## config.mk

```make
export PLATFORM = sky130hd
export DESIGN_NAME = ps2_key_ctrl
export DESIGN_NICKNAME = d
export VERILOG_FILES = /design/src/rtl/ps2_key_ctrl.sv
export SDC_FILE = /design/constraint.sdc
export NUM_CORES = 1
export LEC_CHECK = 0
export CORE_UTILIZATION = 44
export CTS_CLUSTER_DIAMETER = 200
export CTS_CLUSTER_SIZE = 12
export DETAILED_ROUTE_END_ITERATION = 10
export DONT_BUFFER_PORTS = 1
export GPL_TIMING_DRIVEN = 1
export MAX_ROUTING_LAYER = met4
export PLACE_DENSITY = 0.63
export SLEW_MARGIN = 30
export SYNTH_ARGS = -nofsm -noshare
export SYNTH_HDL_FRONTEND = slang
export SYNTH_SLANG_ARGS = --single-unit
```

## constraint.sdc

```tcl
create_clock -name clk -period 3.7 [get_ports clk]
set_input_delay 1.11 -clock clk [delete_from_list [all_inputs] [get_ports clk]]
set_output_delay 1.11 -clock clk [all_outputs]
set_load 0.05 [all_outputs]
```

## src/rtl/ps2_key_ctrl.sv

```systemverilog
// ps2_key_ctrl
//   Turns raw PS/2 set-2 scan-code bytes from the byte receiver into key events.
//   The block strips the E0 (extended) and F0 (break) prefixes and tracks the key
//   that is currently held. Typematic repeats are passed through as make events
//   but are not counted. Both sides use valid/ready handshakes.
//
// Parameters
//   TIMEOUT_CYC : idle cycles allowed after a prefix byte before the sequence is aborted
//   CNT_W       : width of the press counter (wraps modulo 2**CNT_W)
//
// Ports
//   clk, resetn        : clock, synchronous active-low reset
//   in_valid/in_ready  : receiver byte handshake; in_ready = ~ev_valid
//   in_data            : scan-code byte
//   ev_valid/ev_ready  : event handshake; the event is held until it is accepted
//   ev_code            : event scan code with prefixes stripped
//   ev_ext / ev_break  : the event carried E0 / the event is a release
//   held, held_code    : a key is down, and its code
//   press_cnt          : number of new key presses since reset
//   timeout_err        : sticky flag, set when a prefix sequence times out
//   ev_ascii           : only when KEY_ASCII_EN is defined; ASCII of ev_code
//                        (lower-case letters, digits, space), 0x00 otherwise
//
// Build option: define KEY_ASCII_EN to add the ev_ascii port and the lookup ROM.
module ps2_key_ctrl #(
  parameter logic [19:0] TIMEOUT_CYC = 20'd1000000,
  parameter int unsigned CNT_W       = 8
) (
  input  logic             clk,
  input  logic             resetn,
  input  logic             in_valid,
  input  logic [7:0]       in_data,
  output logic             in_ready,
  output logic             ev_valid,
  input  logic             ev_ready,
  output logic [7:0]       ev_code,
  output logic             ev_ext,
  output logic             ev_break,
  output logic             held,
  output logic [7:0]       held_code,
  output logic [CNT_W-1:0] press_cnt,
  output logic             timeout_err
`ifdef KEY_ASCII_EN
  ,
  output logic [7:0]       ev_ascii
`endif
);

  typedef enum logic [1:0] {
    S_IDLE,
    S_EXT,
    S_BRK,
    S_EXT_BRK
  } state_t;

  localparam logic [7:0] PFX_EXT = 8'hE0;
  localparam logic [7:0] PFX_BRK = 8'hF0;

  state_t           r_state;
  state_t           w_state_nxt;
  logic [19:0]      r_timer;
  logic             r_ev_valid;
  logic [7:0]       r_ev_code;
  logic             r_ev_ext;
  logic             r_ev_break;
  logic             r_held;
  logic             r_held_ext;
  logic [7:0]       r_held_code;
  logic [CNT_W-1:0] r_press_cnt;
  logic             r_timeout_err;

  logic w_accept;
  logic w_expire;
  logic w_emit;
  logic w_emit_ext;
  logic w_emit_brk;
  logic w_timeout;
  logic w_match;

  assign w_accept = in_valid & ~r_ev_valid;
  // Backpressure freezes the timeout so a stalled consumer never aborts a sequence.
  assign w_expire = ~r_ev_valid & (r_timer == (TIMEOUT_CYC - 20'd1));
  assign w_match  = r_held & (r_held_ext == w_emit_ext) & (r_held_code == in_data);

  always_ff @(posedge clk) begin
    if (!resetn) begin
      r_state <= S_IDLE;
    end else begin
      r_state <= w_state_nxt;
    end
  end

  // An accepted byte always takes priority over the timeout in the same cycle.
  always_comb begin
    w_state_nxt = r_state;
    w_emit      = 1'b0;
    w_emit_ext  = 1'b0;
    w_emit_brk  = 1'b0;
    w_timeout   = 1'b0;
    case (r_state)
      S_IDLE: begin
        if (w_accept) begin
          if (in_data == PFX_EXT) begin
            w_state_nxt = S_EXT;
          end else if (in_data == PFX_BRK) begin
            w_state_nxt = S_BRK;
          end else begin
            w_emit = 1'b1;
          end
        end
      end
      S_EXT: begin
        if (w_accept) begin
          if (in_data == PFX_BRK) begin
            w_state_nxt = S_EXT_BRK;
          end else if (in_data != PFX_EXT) begin
            w_emit      = 1'b1;
            w_emit_ext  = 1'b1;
            w_state_nxt = S_IDLE;
          end
        end else if (w_expire) begin
          w_timeout   = 1'b1;
          w_state_nxt = S_IDLE;
        end
      end
      S_BRK: begin
        if (w_accept) begin
          w_emit      = 1'b1;
          w_emit_brk  = 1'b1;
          w_state_nxt = S_IDLE;
        end else if (w_expire) begin
          w_timeout   = 1'b1;
          w_state_nxt = S_IDLE;
        end
      end
      S_EXT_BRK: begin
        if (w_accept) begin
          w_emit      = 1'b1;
          w_emit_ext  = 1'b1;
          w_emit_brk  = 1'b1;
          w_state_nxt = S_IDLE;
        end else if (w_expire) begin
          w_timeout   = 1'b1;
          w_state_nxt = S_IDLE;
        end
      end
      default: w_state_nxt = S_IDLE;
    endcase
  end

  always_ff @(posedge clk) begin
    if (!resetn) begin
      r_timer <= '0;
    end else if (w_accept || (w_state_nxt == S_IDLE)) begin
      r_timer <= '0;
    end else if (!r_ev_valid) begin
      r_timer <= r_timer + 20'd1;
    end
  end

  always_ff @(posedge clk) begin
    if (!resetn) begin
      r_ev_valid    <= 1'b0;
      r_ev_code     <= '0;
      r_ev_ext      <= 1'b0;
      r_ev_break    <= 1'b0;
      r_held        <= 1'b0;
      r_held_ext    <= 1'b0;
      r_held_code   <= '0;
      r_press_cnt   <= '0;
      r_timeout_err <= 1'b0;
    end else begin
      if (r_ev_valid && ev_ready) begin
        r_ev_valid <= 1'b0;
      end
      // w_emit needs an accepted byte, so it never coincides with a pending event.
      if (w_emit) begin
        r_ev_valid <= 1'b1;
        r_ev_code  <= in_data;
        r_ev_ext   <= w_emit_ext;
        r_ev_break <= w_emit_brk;
        if (w_emit_brk) begin
          if (w_match) begin
            r_held <= 1'b0;
          end
        end else if (!w_match) begin
          r_held      <= 1'b1;
          r_held_ext  <= w_emit_ext;
          r_held_code <= in_data;
          r_press_cnt <= r_press_cnt + CNT_W'(1);
        end
      end
      if (w_timeout) begin
        r_timeout_err <= 1'b1;
      end
    end
  end

  assign in_ready    = ~r_ev_valid;
  assign ev_valid    = r_ev_valid;
  assign ev_code     = r_ev_code;
  assign ev_ext      = r_ev_ext;
  assign ev_break    = r_ev_break;
  assign held        = r_held;
  assign held_code   = r_held_code;
  assign press_cnt   = r_press_cnt;
  assign timeout_err = r_timeout_err;

`ifdef KEY_ASCII_EN
  logic [7:0] w_ascii;

  always_comb begin
    w_ascii = 8'h00;
    if (!r_ev_ext) begin
      case (r_ev_code)
        8'h1C: w_ascii = 8'h61;  8'h32: w_ascii = 8'h62;  8'h21: w_ascii = 8'h63;
        8'h23: w_ascii = 8'h64;  8'h24: w_ascii = 8'h65;  8'h2B: w_ascii = 8'h66;
        8'h34: w_ascii = 8'h67;  8'h33: w_ascii = 8'h68;  8'h43: w_ascii = 8'h69;
        8'h3B: w_ascii = 8'h6A;  8'h42: w_ascii = 8'h6B;  8'h4B: w_ascii = 8'h6C;
        8'h3A: w_ascii = 8'h6D;  8'h31: w_ascii = 8'h6E;  8'h44: w_ascii = 8'h6F;
        8'h4D: w_ascii = 8'h70;  8'h15: w_ascii = 8'h71;  8'h2D: w_ascii = 8'h72;
        8'h1B: w_ascii = 8'h73;  8'h2C: w_ascii = 8'h74;  8'h3C: w_ascii = 8'h75;
        8'h2A: w_ascii = 8'h76;  8'h1D: w_ascii = 8'h77;  8'h22: w_ascii = 8'h78;
        8'h35: w_ascii = 8'h79;  8'h1A: w_ascii = 8'h7A;
        8'h45: w_ascii = 8'h30;  8'h16: w_ascii = 8'h31;  8'h1E: w_ascii = 8'h32;
        8'h26: w_ascii = 8'h33;  8'h25: w_ascii = 8'h34;  8'h2E: w_ascii = 8'h35;
        8'h36: w_ascii = 8'h36;  8'h3D: w_ascii = 8'h37;  8'h3E: w_ascii = 8'h38;
        8'h46: w_ascii = 8'h39;
        8'h29: w_ascii = 8'h20;
        default: w_ascii = 8'h00;
      endcase
    end
  end

  assign ev_ascii = w_ascii;
`endif

endmodule

```

==> impl_metrics.ini <==
[logic_synthesis]
synth_cell_type_count = 46
yosysSeqAreaShare = 0.424
ys_seq_elements = 52
synth_nets = 284
synth_top_cell_by_area = dfxtp_1
avgSynthCellArea_um2 = 9.14
synth_area_leaders = dfxtp_1 (42%), nand2_1 (8.2%), a21boi_0 (6.1%), xnor2_1 (6.1%), xor2_1 (6.1%)
ys.flop_type = dfxtp_1
yosysWarnings = 0
netlist_area_mm2 = 0.00246
synth_top_area_share = 0.424
syn_inst = 269
synth_edf_count = 0
ys_async_sr_fraction = 0

[cells_and_area]
final_area_mm2 = 0.00260
drive_gt1_frac = 0.0923
final_common_cell = nand2_1
nets = 285
layout_common_cells = nand2_1 (54), dfxtp_1 (52), nor2_1 (26), a21boi_0 (20)
final_cells = 341
n_antenna_cell = 0
n_fill_cell = 504
syn_to_final_growth_pct = 5.70

[grt]
track_usage = 0.188
grt_overflow = 0
grt_pass1_vias = 1706
grt_pass1_wl_um = 8550
grt_max_degree = 35
antenna_found_initial = 0

[sta]
maxSlewViolCount = 0
relSlewSlack = 0.455
fin_worst_skew_ns = 0.00951
grt_setup_unrepaired = no
max_slew.worst_pin.slew_ns = 0.811
period_minus_slack_ns = 3.04
hold_viol = 0
fin_crit_sh = 0.821
finalSetupViolCount = 0
fin_setup_tns_ns = 0
setup_slack_ns = 0.662
fmax_mhz = 329

[clock_tree]
h-tree-depth = 2
cts.clk_slew.worst_paths_ns = 0.09
cts_tree = yes
clk_path_buf_depth = 2
hold_buffers = 0
post_cts_buffers = 0
insertion_delay_ns = 0.31
numCtsBuffers = 5
cts_resized = 0
cts_sinks = 52
root_buffer = clkbuf_8

[power_and_ir_drop]
peakVddDrop_v = 0.000255
p_sw_mw = 0.295
swShare = 0.268
p_comb_frac = 0.068
pwr-share-clk = 0.352
seqPwrFrac = 0.581
power.internal_mw = 0.807
power_density_mw_per_mm2 = 424
p_leak_nw = 0.932

[setup_path]
crit_type = in2reg
reg2reg_to = press_cnt[7]
r2r_start = held_code[4]
reg2reg_slack_ns = 0.90
crit_path_max_fanout = 13
crit_path_end = press_cnt[7]
worst_ep_arrival_time_ns = 3.24
endpoint_kind = flop
crit_start = in_data[0]
setup.worst_path.start_class = input pin
r2r_cells = 10
worstPathRequired_ns = 3.91

[routing]
ant_nets = 0
routed_via_density = 5.15
totalWireLength_um = 4940
drc_errors = 0
vias = 1755
wl_per_cell_um = 14.5
firstDrtPassIters = 4
drt_iter0_markers = 74

[floorplanning]
io_pins = 42
coreArea_mm2 = 0.00524
dieArea_mm2 = 0.00589
die_w_um = 76.7
initial_core_util = 0.469
rows = 26
die_height_um = 76.7

[placement]
place_area_mm2 = 0.00249
dp_cells = 333
place_hpwl_um = 3520
pre_cts_ws_ns = 0.350
io_buffer_count = 0
gp_congestion = 0.823

[run]
cap_violations = 0

[status]
status = completed

[min_path]
hold_path.class = reg2reg
power groups by stage:
| stage | logic, mW | registers (mW) | clock network [mW] |
|---|---|---|---|
| after floorplan | 0.0680 | 0.652 | 0 |
| after global placement | 0.0750 | 0.653 | 0 |
| after detailed placement | 0.0750 | 0.653 | 0 |
| after CTS | 0.0752 | 0.640 | 0.399 |
| after global routing | 0.0843 | 0.642 | 0.423 |
| final | 0.0748 | 0.640 | 0.387 |
Yosys cell counts (4+ instances only):
| cell type | number |
|---|---|
| a21boi_0 | 20 |
| a21oi_1 | 4 |
| and2_1 | 9 |
| clkbuf_1 | 5 |
| dfxtp_1 | 52 |
| inv_1 | 5 |
| nand2_1 | 54 |
| nand3_1 | 7 |
| nand4_1 | 8 |
| nor2_1 | 26 |
| nor3_1 | 4 |
| xnor2_1 | 17 |
| xor2_1 | 17 |
critical path, stage by stage:
cell and delay (ns):
nor4b_4 0.32, a21oi_1 0.13, nand2_1 0.12, xor2_1 0.14, nand4_1 0.11, ha_1 0.25, and3b_1 0.25, a21bo_2 0.38
nor3_1 0.11, xor2_1 0.14, and2_1 0.17
how the worst min path moves through the flow:
stage	startpoint	end	slack [ns]	cells after the start
finish	r_held_ext	r_held_ext	0.49	2
global route	r_held_ext	r_held_ext	0.54	2
CTS	r_held_ext	r_held_ext	0.50	2
detailed placement	r_held_ext	r_held_ext	0.49	2
global placement	r_held_ext	r_held_ext	0.47	2
floorplan	r_held_ext	r_held_ext	0.46	2
flip-flops by register name (all words and copies together), names as in the netlist:
signal,flops
r_held_ext,1
ev_valid,1
ev_ext,1
held,1
timeout_err,1
r_timer,20
ev_break,1
held_code,8
ev_code,8
press_cnt,8
r_state,2
layout make-up:
| cell class | count | area (um^2) | share of cell area |
|---|---|---|---|
| timing repair buffer | 3 | 22.5 | 0.00867 |
| clock buffer | 5 | 68.8 | 0.0265 |
| sequential | 52 | 1040 | 0.401 |
| clock inverter | 3 | 42.5 | 0.0164 |
| inverter | 5 | 18.8 | 0.00723 |
| tap | 70 | 87.6 | 0.0337 |
| multi-input combinational | 203 | 1320 | 0.507 |
per-layer routing:
metal,routed length (um),vias up,GRT usage
met5,0,-,-
met4,62,0,0.0788
met3,198,5,0.0464
met2,2110,29,0.245
met1,2570,810,0.271
li1,-,911,-
per-stage QoR:
stage	total power, mW	hold WS [ns]	util
floorplan	0.720	0.455	-
global placement	0.728	0.473	0.475
detailed placement	0.728	0.485	0.475
CTS	1.11	0.499	0.496
global route	1.15	0.538	0.496
finish	1.10	0.491	0.496
cells by family after synthesis:
family	synth area share
DFF	0.424
and+or+nand+nor	0.281
buffers and inverters	0.0407
xor gates and xnor gates	0.121
AOI/OAI and AO/OA	0.119
adders and majority gates	0.0153
Power figures use the tool's default switching activity.
==> RTL change 1 (config.mk and constraints unchanged) <==
Build with the macro `KEY_ASCII_EN` defined.
--- a/src/rtl/ps2_key_ctrl.sv
+++ b/src/rtl/ps2_key_ctrl.sv
@@ -22,6 +22,8 @@
 //                        (lower-case letters, digits, space), 0x00 otherwise
 //
 // Build option: define KEY_ASCII_EN to add the ev_ascii port and the lookup ROM.
+`define KEY_ASCII_EN
+
 module ps2_key_ctrl #(
   parameter logic [19:0] TIMEOUT_CYC = 20'd1000000,
   parameter int unsigned CNT_W       = 8
Function (old outputs only; new: ev_ascii): kept (Yosys induction, for registers that start in step).
==> RTL change 1 against the original RTL <==
- largest cell class unchanged
- clock skew increased by 0.0040 ns
- core utilization grew 2.1 points
- cell area up 56%
- sequential cell count is 7 higher
- wire length is 100% higher
- synthesized cell count is 63% higher
- worst setup slack got worse by 0.31 ns
- highest routed layer unchanged
- total power increased by 51%
- synthesized area rose by 48%
- critical path depth shrank 1
- sequential share of layout area down 11 points
- largest power group unchanged
==> RTL change 1: results <==
export IMPL_status="completed"
export IMPL_grt_pass1_vias=3196
export IMPL_seq_share=0.291
export IMPL_grtUsageMet1=0.316
export IMPL_ys_seq_elements=59
export IMPL_n_all_buffers=21
export IMPL_period_share=0.906
export IMPL_synth_xor_area_frac=0.0894
export IMPL_route_met2_wl_mm=4.43
export IMPL_drive_gt1_frac=0.158
export IMPL_multi_input_area_um2=2310
export IMPL_synthArstFlopShare=0
export IMPL_dr_wl_met3_um=696
export IMPL_grt_pass1_wl_mm=16.2
export IMPL_ir_worst_vdd_v=0.000272
export IMPL_grt_usage=0.247
export IMPL_synth_mux_area_fraction=0.0455
export IMPL_p_sw_frac=0.319
export IMPL_timing_rr_start="r_state[1]$_SDFF_PN0_"
export IMPL_syn_nets=459
export IMPL_use_met3=0.0690
export IMPL_place_ws_ns=0.0271
export IMPL_via_per_inst=5.92
export IMPL_synth_area_leaders="dfxtp_1, nand2_1, xor2_1"
export IMPL_synth_common_cells="dfxtp_1, nand2_1, nor2_1"
export IMPL_critPathSlowestCell="or4_4"
export IMPL_clockBufferDepth=2
export IMPL_met2_usage=0.373
export IMPL_wl_met1_mm=4.57
export IMPL_cp_top_family="compound AO/OA/AOI/OAI gates"
export IMPL_drtIter0Drc=211
export IMPL_synthAdderAreaFrac=0.0311
export IMPL_synth_seq_area_share=0.326
export IMPL_gp_congestion=0.953
export IMPL_grt_max_degree=29
export IMPL_synth_distinct_cells=75
export IMPL_synth_compound_area_frac=0.194
export IMPL_reg2reg_depth=12
export IMPL_arrival_ns=3.58
export IMPL_fillers=769
export IMPL_clk_latency_ns=0.35
export IMPL_clock_area_frac=0.0552
export IMPL_wire_per_inst_um=18.0
export IMPL_p_clk_frac=0.410
export IMPL_nNonClkInverters=15
export IMPL_cp_max_fo=7
export IMPL_nMultiInputCombCells=337
export IMPL_dr_pass1_iters=5
export IMPL_fin_skew_ns=0.0135
export IMPL_leakage_nw=1.45
export IMPL_cpPeakStageDelay_ns=0.58
export IMPL_clkbuf_count=9
export IMPL_combPwrFrac=0.156
==> RTL change 1: cell types whose count changed in the layout (fill, tap and decap cells not counted), sizes merged, moves of 8 or more <==
cell    delta
a31oi      +8
a21boi    -20
o21ai     +11
inv       +11
nor2      +17
mux2i     +10
buf       +18
a21oi     +19
==> RTL change 1: cell families (layout without fill, tap and decap cells) <==
logic type | Yosys count | in the layout
buffers and inverters | 42 | 52
xor gates and xnor gates | 37 | 37
AOI/OAI and AO/OA | 92 | 92
other | 1 | 1
adders and majority gates | 9 | 9
DFF | 59 | 59
muxes | 14 | 14
and+or+nand+nor | 184 | 184
==> RTL change 1: per-stage QoR <==
step / cells / power [mW] / cell area, um^2
after detailed placement: 534 / 0.995 / 3830
final: 550 / 1.67 / 4060
after floorplan: 438 / 0.947 / 3730
after CTS: 550 / 1.68 / 4060
after global routing: 550 / 1.73 / 4060
after global placement: 534 / 0.996 / 3830
==> RTL change 2 (config.mk and constraints unchanged) <==
Made on the original files. Compare `r_timer` against `(TIMEOUT_CYC - 20'd1)` with >= in place of ==.
--- a/src/rtl/ps2_key_ctrl.sv
+++ b/src/rtl/ps2_key_ctrl.sv
@@ -79,7 +79,7 @@
 
   assign w_accept = in_valid & ~r_ev_valid;
   // Backpressure freezes the timeout so a stalled consumer never aborts a sequence.
-  assign w_expire = ~r_ev_valid & (r_timer == (TIMEOUT_CYC - 20'd1));
+  assign w_expire = ~r_ev_valid & (r_timer >= (TIMEOUT_CYC - 20'd1));
   assign w_match  = r_held & (r_held_ext == w_emit_ext) & (r_held_code == in_data);
 
   always_ff @(posedge clk) begin
Behaviour: same outputs for any inputs over 10 cycles, from zero or initial values and one cycle with resetn low; that may be too few to reach the edited logic, so the function may still have changed.
==> RTL change 2 against the original RTL <==
- clock skew is 0.0036 ns higher
- sequential cell count is the same
- combinational power barely moved
- worst setup slack got worse by 0.0020 ns
- critical path type unchanged
- wire length rose by 3.9%
- total power decreased by 2.8%
- synthesized area grew 1.6%
- cell area increased by 2.7%
- hold slack gained 0.0070 ns
==> RTL change 2: results <==
export IMPL_synth_seq_area_share=0.417
export IMPL_nMultiInputCombCells=205
export IMPL_fin_ws_ns=0.660
export IMPL_hpwl_mm=3.68
export IMPL_synthAdderAreaFrac=0.0150
export IMPL_synth_area_leaders="dfxtp_1, mux2i_1, xnor2_1"
export IMPL_grt_pass1_vias=1847
export IMPL_nNonClkInverters=9
export IMPL_place_ws_ns=0.353
export IMPL_synth_common_cells="dfxtp_1, nor2_1, nand2_1"
export IMPL_stdcell_area_um2=2670
export IMPL_reg2reg_to="r_held_ext$_SDFFE_PN0P_"
export IMPL_layout_cells_non_filler=352
export IMPL_grt_pass1_wl_mm=9.08
export IMPL_holdCritStartpoint="r_timer[19]$_SDFFE_PP0N_"
export IMPL_p_clk_frac=0.332
export IMPL_seq_share=0.390
export IMPL_status="completed"
export IMPL_seq_cell_count=52
export IMPL_arrival_ns=3.23
export IMPL_die_area_um2=5980
export IMPL_multi_input_area_um2=1360
export IMPL_reg2reg_setup_slack_ns=1.21
export IMPL_wire_per_inst_um=14.6
export IMPL_cpPeakStageDelay_ns=0.56
export IMPL_holdPathEnd="r_timer[19]$_SDFFE_PP0N_"
export IMPL_synth_mux_area_fraction=0.0682
export IMPL_drive_gt1_frac=0.0750
export IMPL_n_all_buffers=6
-- RTL change 2: logic make-up (layout without fill, tap and decap cells) --
logic type / after synthesis / count (layout)
AND/OR/NAND/NOR: 116 / 116
multiplexers: 17 / 17
buffers and inverters: 21 / 23
adder cells (fa/ha/maj): 3 / 3
AO/OA/AOI/OAI: 43 / 43
XOR/XNOR: 26 / 26
flip-flops: 52 / 52
-- RTL change 2: metal layers --
layer | track usage | vias to the layer above | part of all wire
met3 | 0.0500 | 8 | 0.050
li1 | - | 1007 | -
met4 | 0.0698 | 0 | 0.015
met5 | - | - | 0
met1 | 0.258 | 907 | 0.50
met2 | 0.286 | 51 | 0.44
-- RTL change 2: critical path, delay by kind of cell --
kind	cells	cell delay (ns)
AOI/OAI and AO/OA	2	0.81
adders and majority gates	1	0.17
xor gates and xnor gates	2	0.27
and+or+nand+nor	4	0.86
